**src/rtl/pipeline_hazard_ctrl.sv**
```systemverilog
// Pipeline sequencing controller: stalls on RAW hazards, flushes on taken branches,
// freezes on data-memory wait states, and counts non-RUN cycles.
//
// state        | meaning
// RUN          | all stages advance, ID instruction issues into EX
// RAW_STALL    | PC and IF_ID hold, bubble inserted into ID_EX, rest advance
// MEM_WAIT     | whole pipeline frozen until data memory completes
// FLUSH        | taken branch: IF_ID flushed, bubble into ID_EX, rest advance
module pipeline_hazard_ctrl #(
   parameter int REG_ADDR_W = 6,
   parameter bit WB_SPLIT   = 1'b1,
   parameter int CNT_W      = 16
) (
   input  logic                  clk,
   input  logic                  rst,
   input  logic                  id_valid,
   input  logic [REG_ADDR_W-1:0] id_rs1,
   input  logic [REG_ADDR_W-1:0] id_rs2,
   input  logic                  id_use_rs1,
   input  logic                  id_use_rs2,
   input  logic                  id_wr_en,
   input  logic [REG_ADDR_W-1:0] id_rd,
   input  logic                  ex_branch_taken,
   input  logic                  mem_req,
   input  logic                  mem_ready,
   output logic                  pc_en,
   output logic                  ifid_en,
   output logic                  ifid_flush,
   output logic                  idex_en,
   output logic                  idex_bubble,
   output logic                  exmem_en,
   output logic                  memwb_en,
   output logic [1:0]            ctrl_state,
   output logic [CNT_W-1:0]      stall_cnt
);

   typedef enum logic [1:0] {
      ST_RUN       = 2'd0,
      ST_RAW_STALL = 2'd1,
      ST_MEM_WAIT  = 2'd2,
      ST_FLUSH     = 2'd3
   } ctrl_state_e;

   ctrl_state_e ctrl_state_q, ctrl_state_d, dec;

   logic                  sb_ex_vld_q, sb_ex_vld_d;
   logic                  sb_mem_vld_q, sb_mem_vld_d;
   logic                  sb_wb_vld_q, sb_wb_vld_d;
   logic [REG_ADDR_W-1:0] sb_ex_rd_q, sb_ex_rd_d;
   logic [REG_ADDR_W-1:0] sb_mem_rd_q, sb_mem_rd_d;
   logic [REG_ADDR_W-1:0] sb_wb_rd_q, sb_wb_rd_d;
   logic [CNT_W-1:0]      stall_cnt_q, stall_cnt_d;
   logic                  rs1_hit, rs2_hit, raw;

   // Register 0 is deliberately not special-cased.
   always_comb begin
      rs1_hit = (sb_ex_vld_q  && (sb_ex_rd_q  == id_rs1)) ||
                (sb_mem_vld_q && (sb_mem_rd_q == id_rs1)) ||
                (!WB_SPLIT && sb_wb_vld_q && (sb_wb_rd_q == id_rs1));
      rs2_hit = (sb_ex_vld_q  && (sb_ex_rd_q  == id_rs2)) ||
                (sb_mem_vld_q && (sb_mem_rd_q == id_rs2)) ||
                (!WB_SPLIT && sb_wb_vld_q && (sb_wb_rd_q == id_rs2));
      raw     = id_valid && ((id_use_rs1 && rs1_hit) || (id_use_rs2 && rs2_hit));
   end

   always_ff @(posedge clk) begin
      if (rst) begin
         ctrl_state_q <= ST_RUN;
         sb_ex_vld_q  <= 1'b0;
         sb_mem_vld_q <= 1'b0;
         sb_wb_vld_q  <= 1'b0;
         sb_ex_rd_q   <= '0;
         sb_mem_rd_q  <= '0;
         sb_wb_rd_q   <= '0;
         stall_cnt_q  <= '0;
      end else begin
         ctrl_state_q <= ctrl_state_d;
         sb_ex_vld_q  <= sb_ex_vld_d;
         sb_mem_vld_q <= sb_mem_vld_d;
         sb_wb_vld_q  <= sb_wb_vld_d;
         sb_ex_rd_q   <= sb_ex_rd_d;
         sb_mem_rd_q  <= sb_mem_rd_d;
         sb_wb_rd_q   <= sb_wb_rd_d;
         stall_cnt_q  <= stall_cnt_d;
      end
   end

   always_comb begin
      dec = ST_RUN;
      if (mem_req && !mem_ready) begin
         dec = ST_MEM_WAIT;
      end else if (ex_branch_taken) begin
         dec = ST_FLUSH;
      end else if (raw) begin
         dec = ST_RAW_STALL;
      end

      ctrl_state_d = dec;
      sb_ex_vld_d  = sb_ex_vld_q;
      sb_mem_vld_d = sb_mem_vld_q;
      sb_wb_vld_d  = sb_wb_vld_q;
      sb_ex_rd_d   = sb_ex_rd_q;
      sb_mem_rd_d  = sb_mem_rd_q;
      sb_wb_rd_d   = sb_wb_rd_q;
      stall_cnt_d  = stall_cnt_q;

      // A frozen pipeline keeps its scoreboard; every other decision advances it.
      if (dec != ST_MEM_WAIT) begin
         sb_wb_vld_d  = sb_mem_vld_q;
         sb_wb_rd_d   = sb_mem_rd_q;
         sb_mem_vld_d = sb_ex_vld_q;
         sb_mem_rd_d  = sb_ex_rd_q;
         sb_ex_vld_d  = (dec == ST_RUN) && id_valid && id_wr_en;
         sb_ex_rd_d   = id_rd;
      end

      if ((dec != ST_RUN) && (stall_cnt_q != {CNT_W{1'b1}})) begin
         stall_cnt_d = stall_cnt_q + {{(CNT_W-1){1'b0}}, 1'b1};
      end
   end

   always_comb begin
      pc_en       = 1'b0;
      ifid_en     = 1'b0;
      ifid_flush  = 1'b0;
      idex_en     = 1'b0;
      idex_bubble = 1'b0;
      exmem_en    = 1'b0;
      memwb_en    = 1'b0;
      if (rst) begin
         ifid_en     = 1'b1;
         ifid_flush  = 1'b1;
         idex_en     = 1'b1;
         idex_bubble = 1'b1;
      end else begin
         unique case (dec)
            ST_RUN: begin
               pc_en    = 1'b1;
               ifid_en  = 1'b1;
               idex_en  = 1'b1;
               exmem_en = 1'b1;
               memwb_en = 1'b1;
            end
            ST_RAW_STALL: begin
               idex_en     = 1'b1;
               idex_bubble = 1'b1;
               exmem_en    = 1'b1;
               memwb_en    = 1'b1;
            end
            ST_FLUSH: begin
               pc_en       = 1'b1;
               ifid_en     = 1'b1;
               ifid_flush  = 1'b1;
               idex_en     = 1'b1;
               idex_bubble = 1'b1;
               exmem_en    = 1'b1;
               memwb_en    = 1'b1;
            end
            default: ;
         endcase
      end
   end

   assign ctrl_state = ctrl_state_q;
   assign stall_cnt  = stall_cnt_q;

endmodule

```
**config.mk**
```make
export PLATFORM = sky130hd
export DESIGN_NAME = pipeline_hazard_ctrl
export DESIGN_NICKNAME = d
export VERILOG_FILES = /design/src/rtl/pipeline_hazard_ctrl.sv
export SDC_FILE = /design/constraint.sdc
export NUM_CORES = 1
export LEC_CHECK = 0
export CAP_MARGIN = 20
export CORE_UTILIZATION = 50
export DETAILED_ROUTE_END_ITERATION = 6
export DONT_BUFFER_PORTS = 1
export GPL_TIMING_DRIVEN = 0
export SYNTH_ARGS = -nofsm -noshare
export SYNTH_HDL_FRONTEND = slang
export SYNTH_SLANG_ARGS = --single-unit
```
**constraint.sdc**
```tcl
create_clock -name clk -period 3.1 [get_ports clk]
set_input_delay 0.62 -clock clk [delete_from_list [all_inputs] [get_ports clk]]
set_output_delay 0.62 -clock clk [all_outputs]
set_load 0.005 [all_outputs]
```
=== Yosys cells after proc, flatten, opt, wreduce, memory -nomap -nowiden ===
Cells that the tools add are included.

* Memories kept: 0
* Latch bits: 0
* Logic and storage cells: 48
* Bits in writable memories: 0
* Register bits: 32
* Input port bits: 27
* Output and inout port bits: 25
* Bits in read-only memories: 0

* Muxes and demuxes: 13
* Bitwise logic cells: 0
* Shift operators: 0
* Equal/unequal tests: 8
* $add $sub $neg: 1
* Divide/modulo/power cells: 0
* Multipliers: 0
* Reductions and logical operators: 20
* Order comparisons: 0

{| class="wikitable"
|+ Operator list
! operator !! count
|-
| $eq 6x6->1 || 4
|-
| $add 16x1->16 const B || 1
|-
| $ne 16x16->1 const B || 1
|-
| $logic_and 1x1->1 || 11
|-
| $mux 1 || 11
|-
| $mux 2 || 2
|-
| $reduce_or 2->1 || 2
|-
| $logic_or 1x1->1 || 3
|-
| $reduce_or 3->1 || 1
|-
| $eq 2x1->1 const B || 1
|-
| $eq 2x2->1 const B || 1
|-
| $logic_not 2->1 || 1
|-
| $ne 2x2->1 const B || 1
|-
| $reduce_bool 2->1 || 1
|-
| $logic_not 1->1 || 1
|}

=== Depth between registers and ports, before layout ===
Gate-level depths: netlist of run 1.

* Depth in word-level cells: 13
* Gate-level depth with buffers: 10
* Depth with buffers taken out: 10

=== Worst setup path after synthesis of run 1 ===
No wires, ideal clock.

* Path type: input to output
* Start point: input port mem_ready
* End point: output port ifid_en
* Required time: 2480 ps
* Slack: 513 ps
* Cell stages on the path: 5
* Data arrival time: 1967 ps
* Buffers on the path: 0
* Cells stage by stage: nand2b_1 and3_1 a221oi_2 ha_1 or2_2

* Cells in the longest elaborated chain, start to end: 7
* Elaborated cells between the ends (all ways): 8
* Those cells by class: eq/ne (1); mux (3); reduce/logical (4)

{| class="wikitable"
|+ Ends and longest elaborated chain
! what !! line !! text
|-
| start: declaration || 25 || <nowiki>input logic mem_ready,</nowiki>
|-
| $logic_not 1->1 (*) || 90 || <nowiki>if (mem_req && !mem_ready) begin</nowiki>
|-
| $logic_and 1x1->1 (*) || 90 ||
|-
| $mux 2 (*) || 90 ||
|-
| $eq 2x2->1 or $logic_not 2->1 (tied branches) || 136 || <nowiki>unique case (dec)</nowiki>
|-
| $reduce_or 2->1 (no line) (*) || n/a ||
|-
| $mux 1 (*) || 136 ||
|-
| $mux 1 (*) || 130 || <nowiki>if (rst) begin</nowiki>
|-
| end: declaration || 27 || <nowiki>output logic ifid_en,</nowiki>
|}

Mark *: on every way between the ends. The rest lies on a longest branch, timed or not.

=== Final worst setup path of run 1 ===
* Start point: register sb_ex_rd_q[3]
* End point: output port ifid_en

* Cells in the longest elaborated chain, start to end: 13
* Elaborated cells between the ends (all ways): 18
* Those cells by class: eq/ne (3); mux (5); reduce/logical (10)

{| class="wikitable"
|+ Ends and longest elaborated chain
! what !! line !! text
|-
| start: declaration || 49 || <nowiki>logic [REG_ADDR_W-1:0] sb_ex_rd_q, sb_ex_rd_d;</nowiki>
|-
| start signal: assignment || 81 || <nowiki>sb_ex_rd_q <= sb_ex_rd_d;</nowiki>
|-
| $eq 6x6->1 (on tied branches) || 57, 60 ||
|-
| $logic_and 1x1->1 (on tied branches) || 57, 60 ||
|-
| $logic_or 1x1->1 (on tied branches) || 57, 60 ||
|-
| $logic_and 1x1->1 || 63 || <nowiki>raw = id_valid && ((id_use_rs1 && rs1_hit) || (id_use_rs2 && rs2_hit));</nowiki>
|-
| $logic_or 1x1->1 (*) || 63 ||
|-
| $logic_and 1x1->1 (*) || 63 ||
|-
| $mux 1 (*) || 94 || <nowiki>end else if (raw) begin</nowiki>
|-
| $mux 2 (*) || 92 || <nowiki>end else if (ex_branch_taken) begin</nowiki>
|-
| $mux 2 (*) || 90 ||
|-
| $eq 2x2->1 or $logic_not 2->1 (tied branches) || 136 ||
|-
| $reduce_or 2->1 (no line) (*) || n/a ||
|-
| $mux 1 (*) || 136 ||
|-
| $mux 1 (*) || 130 ||
|}

Marks and branches as above.

==> impl_metrics.py, run 1 <==
metrics = {
    "synthesis": {
        "synth-simple-area-share_pct": 22.2,
        "synth_compound_area_share_pct": 8.22,
        "synthTopCellsByCount": "nor2_1, xnor2_1, dfxtp_1, mux2i_1",
        "synthFlopType": "dfxtp_1",
        "synth_top_area_share_pct": 35.4,
        "synth_edf_count": 0,
        "synth-xor-area-share_pct": 18.9,
        "ys_types": 31,
        "synth_top_family_by_area": "simple AND/OR/NAND/NOR gates",
        "netlist_instances": 194,
        "synth_seq_area_share_pct": 35.4,
        "yosys-mux-area-fraction_pct": 7.74,
        "netlist_area_um2": 1810,
        "synthTopCellsByArea": "dfxtp_1, xnor2_1, mux2i_1, nor2_1, a211oi_2",
        "ys_async_sr_fraction_pct": 0,
        "yosys_warnings": 0,
        "synthAdderAreaFrac_pct": 3.46,
        "yosysMostFrequentCell": "nor2_1",
        "synth.avg_cell_area_um2": 9.33,
        "syn-num-nets": 226,
        "yosys.area.top_type": "dfxtp_1",
        "synth-seq-cells": 32,
    },
    "clock_tree": {
        "ctsResizeCount": 0,
        "clockBufferDepth": 2,
        "cts_setup_buffers": 0,
        "hold_buffers": 0,
        "clkSinkCount": 32,
        "cts_made_buffers": 5,
        "cts_tree": "done",
        "clock_latency_ns": 0.34,
        "cts-root-buf": "clkbuf_4",
        "clk_pin_slew_ns": 0.11,
        "h-tree-depth": 2,
    },
    "global_route": {
        "grt_pass1_wl_mm": 6.39,
        "antenna_found_initial": 0,
        "first_global_vias": 1394,
        "use_met2_pct": 34.1,
        "grt_overflow": 0,
        "grtUsageTotal_pct": 21.1,
        "globalRouteMet3Util_pct": 10.8,
        "top_usage_layer": "met2",
        "grt_use_met1_pct": 24.3,
        "grt_max_degree": 11,
    },
    "timing": {
        "post-route-period-util_pct": 91.3,
        "relSlewSlack_pct": 66.5,
        "hold_ws_ns": 0.429,
        "fin_crit_ns": 2.83,
        "finalWorstSetupSlack_ns": 0.271,
        "fmax_ghz": 0.353,
        "max_slew.worst_pin.slew_ns": 0.503,
        "hold_viol": 0,
        "tns_ns": 0,
        "maxSlewViolCount": 0,
        "setup_viol": 0,
        "rsz0062_at_grt": "false",
        "skew_ns": 0.00909,
    },
    "place": {
        "dpl_cell_area_um2": 1870,
        "place_ws_ns": 0.243,
        "place.gp.congestion": 0.893,
        "portBuffers": 0,
        "dp.final_hpwl_mm": 2.86,
    },
    "layout": {
        "nNetsFinal": 233,
        "drive_gt1_share_pct": 12.4,
        "finish.instance_area_um2": 1940,
        "antennaDiodeCount": 0,
        "area_growth_pct": 7.39,
    },
    "routing": {
        "vias_per_cell": 5.45,
        "drc": 0,
        "ant_nets": 0,
        "num_vias": 1351,
        "drtPass1Iterations": 4,
        "drt_iter0_drc": 59,
        "wirelength_mm": 3.73,
        "wl_per_cell_um": 15.0,
    },
    "critical_path": {
        "crit_arrival_ns": 2.21,
        "ff2ff_path_depth": 10,
        "cp.required_ns": 2.48,
        "cp_max_fo": 6,
        "cp-start-kind": "register",
        "crit_type": "register to primary output",
        "cp-end-kind": "primary output",
    },
    "die": {
        "core_um2": 3390,
        "die_h_um": 62.2,
        "rows": 21,
        "die_x_um": 62.2,
        "die-area_um2": 3870,
        "io-pin-count": 52,
        "initial_core_util_pct": 53.4,
    },
    "power": {
        "p_total_uw": 871,
        "powerDensity_nw_per_um2": 448,
        "ir_worst_vdd_v": 0.000251,
        "leakagePower_uw": 0.000691,
    },
    "min_path": {
        "min_path_cells": 2,
        "min_path_type": "primary input to register",
    },
    "run": {
        "maxCapViolations": 0,
    },
    "run_status": {
        "status": "finished, final reports clean",
    },
}
worst paths after layout:
check                                           startpoint                          to  slack [ns]
worst max-delay path            sb_ex_rd_q[3]$_SDFFE_PP0P_                     ifid_en        0.27
worst min register to register    sb_ex_vld_q$_SDFFE_PP0P_   sb_mem_vld_q$_SDFFE_PP0P_        0.56
worst min-delay path                              id_rd[4]  sb_ex_rd_q[4]$_SDFFE_PP0P_        0.43
worst max register to register  sb_ex_rd_q[3]$_SDFFE_PP0P_   stall_cnt[9]$_SDFFE_PP0P_        0.49
flip-flops by register name, indices dropped and copies added, names as in the netlist:
signal,flops
sb_ex_rd_q,6
sb_ex_vld_q,1
sb_mem_vld_q,1
ctrl_state,2
sb_mem_rd_q,6
stall_cnt,16
layer usage:
layer,vias to the layer above,share of wire [%]
li1,670,-
met1,636,44
met2,41,46
met5,-,0
met3,4,8.8
met4,0,0.88
stage by stage:
step | utilization (%) | cells
2_1_floorplan | - | 194
3_3_place_gp | 55.1 | 240
3_5_place_dp | 55.1 | 240
4_1_cts | 57.4 | 248
5_1_grt | 57.4 | 248
6_report | 57.4 | 248
logic make-up after synthesis:
family                   Yosys count
buffers and inverters             14
multiplexers                      14
XOR/XNOR                          39
AND/OR/NAND/NOR                   77
flip-flops                        32
adder cells (fa/ha/maj)            5
AO/OA/AOI/OAI                     13
where the power goes:
group / leakage, µW / internal (µW) / switching [µW]
logic: 0.000388 / 54.7 / 52.9
registers: 0.000261 / 427 / 18.8
clock network: 0.0000422 / 169 / 148
worst max-delay path, cell delays in order (launching register included):
cell and delay [ns]:
dfxtp_1 0.43, xnor2_1 0.13, nand4_1 0.11, o22ai_1 0.11
a221oi_2 0.46, ha_1 0.32, or2_2 0.31
layout by cell type (no fill, tap or decap), types with 2 or more instances in the layout:
master	synthesis	routed
nor2_1	36	36
nand3_1	8	8
a211oi_2	6	6
mux2i_1	14	14
or2_2	2	2
dfxtp_1	32	32
nand2_1	4	4
a21oi_1	2	2
clkbuf_1	5	6
buf_2	2	2
and4_1	2	2
nand4_1	8	8
xnor2_1	34	34
nand2b_1	4	4
and3_1	4	4
inv_1	5	5
clkbuf_4	0	5
ha_1	5	5
o22ai_1	2	2
xor2_1	5	5
and2_1	3	3
cell type report:
| type | instances | area [µm²] |
|---|---|---|
| Multi-Input combinational cell | 148 | 1090 |
| Sequential cell | 32 | 641 |
| Tap cell | 46 | 57.6 |
| Buffer | 9 | 56.3 |
| Inverter | 5 | 18.8 |
| Fill cell | 305 | 1450 |
| Clock buffer | 6 | 41.3 |
| Clock inverter | 2 | 35.0 |
(Power assumes the default switching activity.)
==> run 2, diff against run 1 <==
--- a/config.mk
+++ b/config.mk
@@ -6,10 +6,11 @@
 export NUM_CORES = 1
 export LEC_CHECK = 0
 export CAP_MARGIN = 20
-export CORE_UTILIZATION = 50
+export CORE_UTILIZATION = 55
 export DETAILED_ROUTE_END_ITERATION = 6
 export DONT_BUFFER_PORTS = 1
 export GPL_TIMING_DRIVEN = 0
+export PLACE_DENSITY = 0.7
 export SYNTH_ARGS = -nofsm -noshare
 export SYNTH_HDL_FRONTEND = slang
 export SYNTH_SLANG_ARGS = --single-unit
==> run 2 against run 1 <==
Effect of this change: critical path type unchanged; register-to-register slack improved by 0.04 ns; non-clock buffer count unchanged; critical path depth is the same; worst hold slack better by 0.0057 ns; combinational power about the same; highest routed layer unchanged; setup slack improved by 0.016 ns; via count about the same.
==> impl_metrics.py, run 2 (synthesized netlist as in run 1, its figures left out) <==
metrics = {
    "clock_tree": {
        "hold_buffers": 0,
        "clockBufferDepth": 2,
        "cts_tree": "done",
        "cts_made_buffers": 5,
        "clkSinkCount": 32,
        "cts_setup_buffers": 0,
        "h-tree-depth": 2,
        "cts-root-buf": "clkbuf_4",
        "clock_latency_ns": 0.34,
        "ctsResizeCount": 0,
        "clk_pin_slew_ns": 0.10,
    },
    "timing": {
        "skew_ns": 0.00672,
        "post-route-period-util_pct": 90.8,
        "fin_crit_ns": 2.81,
        "fmax_ghz": 0.355,
        "maxSlewViolCount": 0,
        "relSlewSlack_pct": 67.6,
        "rsz0062_at_grt": "false",
        "setup_viol": 0,
        "hold_viol": 0,
        "tns_ns": 0,
        "max_slew.worst_pin.slew_ns": 0.486,
    },
    "routing": {
        "wl_per_cell_um": 14.6,
        "wl_met1_mm": 1.61,
        "vias_per_cell": 5.50,
        "wirelength_mm": 3.58,
        "drt_iter0_drc": 55,
        "ant_nets": 0,
        "wl_met2_mm": 1.61,
        "wl_met3_um": 315,
        "num_vias": 1352,
        "drc": 0,
        "highest_layer": "met4",
        "drtPass1Iterations": 4,
    },
    "place": {
        "place.gp.congestion": 0.799,
        "dpl_cell_area_um2": 1870,
        "portBuffers": 0,
        "dp.final_hpwl_mm": 2.72,
    },
    "critical_path": {
        "crit_arrival_ns": 2.19,
        "cp_max_fo": 6,
        "cp.required_ns": 2.48,
        "reg2reg_to": "stall_cnt[13]$_SDFFE_PP0P_",
        "critical-path-slowest-cell": "a221oi_2",
        "cp-start-kind": "register",
        "slowest_delay_ns": 0.47,
        "ff2ff_setup_slack_ns": 0.53,
        "crit_type": "register to primary output",
        "r2r_start": "sb_ex_rd_q[4]$_SDFFE_PP0P_",
        "path_cells": "xnor2_1 -> nand3_1 -> o22ai_1 -> a221oi_2 -> ha_1 -> or2_2",
        "cp-end-kind": "primary output",
        "ff2ff_path_depth": 10,
    },
    "global_route": {
        "grt_pass1_wl_mm": 5.88,
        "grt_max_degree": 12,
        "first_global_vias": 1289,
        "grtUsageTotal_pct": 22.8,
        "antenna_found_initial": 0,
        "grt_overflow": 0,
    },
    "power": {
        "ir_worst_vdd_v": 0.000210,
        "powerDensity_nw_per_um2": 450,
        "leakagePower_uw": 0.000690,
    },
    "min_path": {
        "min_from": "id_rd[2]",
        "whs_endpoint": "sb_ex_rd_q[2]$_SDFFE_PP0P_",
        "min_path_cells": 2,
        "min_path_type": "primary input to register",
    },
    "layout": {
        "final_common_cell": "nor2_1",
        "fillers": 252,
        "drive_gt1_share_pct": 12.9,
        "area_growth_pct": 7.46,
        "antennaDiodeCount": 0,
        "largest_reg_flops": 16,
        "final_cell_mix": "nor2_1, xnor2_1, dfxtp_1",
        "finish.instance_area_um2": 1950,
        "nNetsFinal": 233,
    },
    "run_status": {
        "status": "finished, final reports clean",
    },
    "die": {
        "core_um2": 3080,
        "die_x_um": 59.4,
        "rows": 20,
        "io-pin-count": 52,
        "die-area_um2": 3530,
        "initial_core_util_pct": 58.8,
        "die_h_um": 59.4,
    },
    "run": {
        "maxCapViolations": 0,
    },
}
-- run 2: how the worst max path moves through the flow --
stage                                  to  depth (start not counted)                  startpoint
5_1_grt                           ifid_en                          6  sb_ex_rd_q[4]$_SDFFE_PP0P_
6_report                          ifid_en                          6  sb_ex_rd_q[4]$_SDFFE_PP0P_
3_5_place_dp   stall_cnt[13]$_SDFFE_PP0P_                          9                   mem_ready
3_3_place_gp   stall_cnt[13]$_SDFFE_PP0P_                          9                   mem_ready
4_1_cts                           ifid_en                          6  sb_ex_rd_q[4]$_SDFFE_PP0P_
2_1_floorplan                     ifid_en                          5                   mem_ready
-- run 2: per-layer routing --
| layer | vias up | track usage [%] |
|---|---|---|
| li1 | 673 | - |
| met3 | 6 | 10.3 |
| met4 | 0 | 7.82 |
| met1 | 623 | 28.4 |
| met2 | 50 | 34.7 |
| met5 | - | 0 |
-- run 2: where the power goes --
part           total, µW  internal (µW)  switching, µW
sequential           446            427           19.3
clock                322            168            154
combinational        107           54.8           52.1
-- run 2: metrics by stage --
| step | std cells | setup WS (ns) | utilization, % | power, µW | hold slack [ns] |
|---|---|---|---|---|---|
| 2_1_floorplan | 194 | 0.513 | - | 542 | 0.486 |
| 3_3_place_gp | 238 | 0.317 | 60.6 | 557 | 0.524 |
| 3_5_place_dp | 238 | 0.269 | 60.6 | 562 | 0.522 |
| 4_1_cts | 246 | 0.254 | 63.2 | 883 | 0.426 |
| 5_1_grt | 246 | 0.160 | 63.2 | 918 | 0.415 |
| 6_report | 246 | 0.286 | 63.2 | 876 | 0.434 |
-- run 2: layout make-up --
type	count	area, µm²	area share, %
plain buffers	9	56.3	2.89
clock buffers	5	37.5	1.93
clock inverters	3	42.5	2.19
inverters	5	18.8	0.965
multi-input cells	148	1090	56.3
flip-flops and latches	32	641	32.9
well taps	44	55.1	2.83
-- run 2: critical path, delay by kind of cell, from the launching register on --
| family | cells | cell delay [ns] |
|---|---|---|
| fa+ha+maj | 1 | 0.32 |
| flops | 1 | 0.43 |
| simple gates | 2 | 0.40 |
| compound gates | 2 | 0.59 |
| xor+xnor | 1 | 0.11 |
